`src/rtl/qdma_tm_pkg.sv`:
```
`default_nettype none
// ============================================================================
//  Module      : qdma_tm_pkg
//  Description : Definitions shared by the QDMA example-design traffic
//                generator and checker blocks. It holds the checker state
//                encoding, the bit positions used in control_reg, and helpers
//                that derive pattern lanes and beat counts.
//  Revision    : 1.0 - initial release
// ============================================================================
package qdma_tm_pkg;

   typedef enum logic [1:0] {
      IDLE = 2'd0,
      RUN  = 2'd1,
      DONE = 2'd2
   } tm_state_e;

   // Bit positions within control_reg
   localparam int unsigned CTRL_START      = 1;
   localparam int unsigned CTRL_BACKPRES   = 2;
   localparam int unsigned CTRL_CONTINUOUS = 10;

   // Number of pattern lanes carried in one data beat
   function automatic int unsigned lanes_per_beat(input int unsigned bit_width,
                                                  input int unsigned patt_width);
      return bit_width / patt_width;
   endfunction

   // Beats needed to carry 'size' bytes. A zero-byte transfer still
   // occupies one beat.
   function automatic logic [15:0] beats_for_size(input logic [15:0]   size,
                                                  input int unsigned bpb);
      int unsigned n;
      n = (32'(size) + bpb - 32'd1) / bpb;
      if (size == 16'd0) n = 32'd1;
      return n[15:0];
   endfunction

endpackage
`default_nettype wire

```
`src/rtl/st_patt_gen.sv`:
```
`default_nettype none
// ============================================================================
//  Module      : st_patt_gen
//  Description : Incrementing lane-pattern source. It holds one register per
//                pattern lane. After a restart, lane j holds continue_from + j.
//                Each advance adds the lane count to every lane, with
//                arithmetic modulo 2^PATT_WIDTH. Restart has priority over
//                advance.
//  Ports       : clk, rst            - clock, synchronous active-high reset
//                restart             - reload lanes from continue_from
//                advance             - step every lane by the lane count
//                continue_from       - lane-0 value applied on restart
//                lanes               - packed lane values, lane 0 in LSBs
//  Revision    : 1.0 - initial release
// ============================================================================
module st_patt_gen
   import qdma_tm_pkg::*;
#(
   parameter int BIT_WIDTH  = 64,
   parameter int PATT_WIDTH = 16
) (
   input  logic                  clk,
   input  logic                  rst,
   input  logic                  restart,
   input  logic                  advance,
   input  logic [PATT_WIDTH-1:0] continue_from,
   output logic [BIT_WIDTH-1:0]  lanes
);

   localparam int LANES = int'(lanes_per_beat(BIT_WIDTH, PATT_WIDTH));

   logic [PATT_WIDTH-1:0] lane_q [LANES];

   for (genvar j = 0; j < LANES; j++) begin : g_lane
      always_ff @(posedge clk) begin
         if (rst) begin
            lane_q[j] <= PATT_WIDTH'(j);
         end else if (restart) begin
            lane_q[j] <= continue_from + PATT_WIDTH'(j);
         end else if (advance) begin
            lane_q[j] <= lane_q[j] + PATT_WIDTH'(LANES);
         end
      end
      assign lanes[j*PATT_WIDTH +: PATT_WIDTH] = lane_q[j];
   end

endmodule
`default_nettype wire

```
`config.mk`:
```
export PLATFORM = sky130hd
export DESIGN_NAME = st_patt_gen
export DESIGN_NICKNAME = d
export VERILOG_FILES = /design/src/rtl/qdma_tm_pkg.sv /design/src/rtl/st_patt_gen.sv
export SDC_FILE = /design/constraint.sdc
export NUM_CORES = 1
export LEC_CHECK = 0
export CORE_ASPECT_RATIO = 1.2
export CORE_MARGIN = 1.5
export CORE_UTILIZATION = 45
export DETAILED_ROUTE_END_ITERATION = 7
export PLACE_DENSITY = 0.74
export SETUP_SLACK_MARGIN = 0.05
export SYNTH_ARGS = -nofsm -noshare
export SYNTH_HDL_FRONTEND = slang
export SYNTH_SLANG_ARGS = --single-unit
export TNS_END_PERCENT = 20
```
`constraint.sdc`:
```
create_clock -name clk -period 1.6 [get_ports clk]
set_input_delay 0.32 -clock clk [delete_from_list [all_inputs] [get_ports clk]]
set_output_delay 0.32 -clock clk [all_outputs]
set_load 0.05 [all_outputs]
```
==> impl_metrics.json <==
{
  "worst_pin_slew_ns": 0.334,
  "ys_seq_area_share_pct": 45.7,
  "rows": 38,
  "synth-xor-area-share_pct": 16.5,
  "synth-simple-area-share_pct": 21.0,
  "cts_buffers": 9,
  "rsz0062_at_grt": "true",
  "finalNetCount": 638,
  "dp_cells": 711,
  "dp_slack_ns": -0.664,
  "p_per_area_nw_per_um2": 777,
  "drive_above_1_share_pct": 41.3,
  "initial_core_util_pct": 46.1,
  "gp_congestion": 0.970,
  "antenna_cells": 0,
  "violations": "negative setup slack",
  "mostFrequentLayoutCell": "buf_4",
  "grt_use_total_pct": 28.2,
  "drtPass1Iterations": 5,
  "fillers": 559,
  "synthFlopType": "edfxtp_1",
  "yosys.area_share.adder_pct": 2.42,
  "syn_inst": 425,
  "die_w_um": 90.6,
  "via_per_inst": 5.75,
  "cts_buffer_depth": 2,
  "fin_skew_ns": 0.0106,
  "clock_sinks": 63,
  "crit_required_ns": 1.70,
  "setup-violations-final": 1,
  "pin_count": 84,
  "max_freq_mhz": 609,
  "synth_top_family_by_area": "simple AND/OR/NAND/NOR gates",
  "drt-total-wl_mm": 13.7,
  "clk_latency_ns": 0.36,
  "clock-root-buffer": "clkbuf_8",
  "die_h_um": 108,
  "ant_nets": 0,
  "worstPathMaxFanout": 5,
  "syn_nets": 453,
  "stdcell_count": 735,
  "ys_warn_count": 0,
  "wl_per_cell_um": 18.6,
  "seqCellArea_um2": 1890,
  "grt-ovfl-total": 0,
  "syn_area_um2": 4140,
  "grt_first_pass_wirelength_mm": 21.6,
  "worstPathArrival_ns": 1.75,
  "worstHoldPathType": "in2reg",
  "async_flop_share_pct": 0,
  "path_class": "reg2reg",
  "regMostFlops": "lane_q",
  "layout_setup_ws_ns": -0.0429,
  "critical_path.startpoint_type": "flop",
  "core_area_um2": 8990,
  "cellLeakagePower_nw": 2.62,
  "die-area_um2": 9790,
  "area_delta_synth_final_pct": 67.0,
  "final_cell_mix": "buf_4 (117), edfxtp_1 (63), buf_12 (58), xnor2_1 (53), nand2_1 (38)",
  "ys_types": 41,
  "antenna_found_initial": 0,
  "htree_levels": 3,
  "vias": 4224,
  "drt_iter0_markers": 460,
  "fin_crit_ns": 1.64,
  "postCtsHoldBufs": 0,
  "multi_input_area_um2": 2360,
  "fin_crit_sh_pct": 103,
  "syn_avg_cell_area_um2": 9.75,
  "relSlewSlack_pct": 77.4,
  "placed_area_um2": 6500,
  "final_cell_area_um2": 6920,
  "hpwl_mm": 10.1,
  "largest_register_ffs": 63,
  "endpoint_kind": "flop",
  "cts.clk_slew.worst_paths_ns": 0.07,
  "peakVddDrop_v": 0.000613,
  "grt_max_degree": 43,
  "finalMaxSlewViolations": 0,
  "reg_top3": "lane_q: 63 flops",
  "synth_mux_area_share_pct": 0.483,
  "outcome": "finished, violations left",
  "port_buffers": 83,
  "cts_tree": "built",
  "tns_ns": -0.0429,
  "ys_ff_latch": 63,
  "synth-compound-area-share_pct": 9.66,
  "cap_violations": 0,
  "synth_edf_count": 63,
  "drcViolationCount": 0,
  "grt_pass1_vias": 4311,
  "hold_viol": 0
}
==> synth_stat cells, types with 2 or more instances <==
library cell  number  area [µm²]
o21ai_0           19        95.1
mux2i_1            2        20.0
or2_2              3        18.8
inv_1             14        52.6
nor2_1            20        75.1
and4_1             5        43.8
nor2b_1            2        12.5
and2_1             3        18.8
buf_4              3        22.5
o22ai_1           33         206
nor3_1            21         105
or3_1              2        12.5
nand2_1           41         154
edfxtp_1          63        1890
xnor2_1           54         473
and3_1             4        25.0
ha_1               8         100
clkbuf_1          17        63.8
nand3_1           26         130
buf_1              2        7.51
a41oi_1            2        17.5
xor2_1            24         210
o32ai_1            2        17.5
a21oi_1            2        10.0
nand4_1           17         106
nor4_1            14        87.6
buf_2              6        30.0
a31oi_1            3        18.8
==> path summary, 6_finish.rpt <==
path                          startpoint                          end  slack [ns]  cells past startpoint
max          lane_q[2][11]$_SDFFCE_PN0P_  lane_q[2][14]$_SDFFCE_PN0P_       -0.04                      4
min                    continue_from[11]      lane_q[0][11]$_DFFE_PP_        0.42                      3
max reg2reg  lane_q[2][11]$_SDFFCE_PN0P_  lane_q[2][14]$_SDFFCE_PN0P_       -0.04                      4
min reg2reg       lane_q[1][2]$_DFFE_PP_       lane_q[1][2]$_DFFE_PP_        0.71                      1
==> area by class of cell <==
class / instances / share of cell area (%)
inverters: 14 / 0.760
well taps: 120 / 2.17
repair buffers: 202 / 33.0
clock buffers: 11 / 1.90
clock inverters: 5 / 0.705
multi-input cells: 320 / 34.1
flip-flops and latches: 63 / 27.4
==> worst max-delay path: stages (launching register included) <==
cell	delay, ns
edfxtp_1	0.37
nand4_1	0.26
nor4_2	0.35
xor2_1	0.14
a211o_1	0.27
==> cell families after synthesis <==
| group | after synthesis |
|---|---|
| muxes | 2 |
| DFF | 63 |
| xor gates and xnor gates | 78 |
| adders and majority gates | 8 |
| and+or+nand+nor | 167 |
| AOI/OAI and AO/OA | 65 |
| buffers and inverters | 42 |
==> per-layer routing <==
layer | wire length [µm] | GRT usage, %
met1 | 5200 | 33.6
met2 | 7180 | 49.8
met3 | 774 | 3.16
met4 | 533 | 15.2
met5 | 0 | 0
==> power by group <==
group | total (W) | switching (W) | internal (W)
Clock | 0.00135 | 0.000640 | 0.000707
Combinational | 0.00192 | 0.00103 | 0.000886
Sequential | 0.00211 | 0.000132 | 0.00198
==> timing repair <==
item	4_1_cts	5_1_grt
setup endpoints to repair	38	33
hold endpoints to repair	0	0
cloned	1	0
buffers inserted	6	1
pin swaps	8	9
resized for setup	43	32
==> through the flow <==
stage	utilization [%]	hold slack, ns	power [W]
after floorplan	-	0.500	0.00299
after global placement	72.4	0.658	0.00398
after detailed placement	72.4	0.701	0.00401
after CTS	76.0	0.504	0.00534
after global routing	77.0	0.457	0.00553
final	77.0	0.417	0.00537
Note: power is estimated with default switching activity, not from simulation.
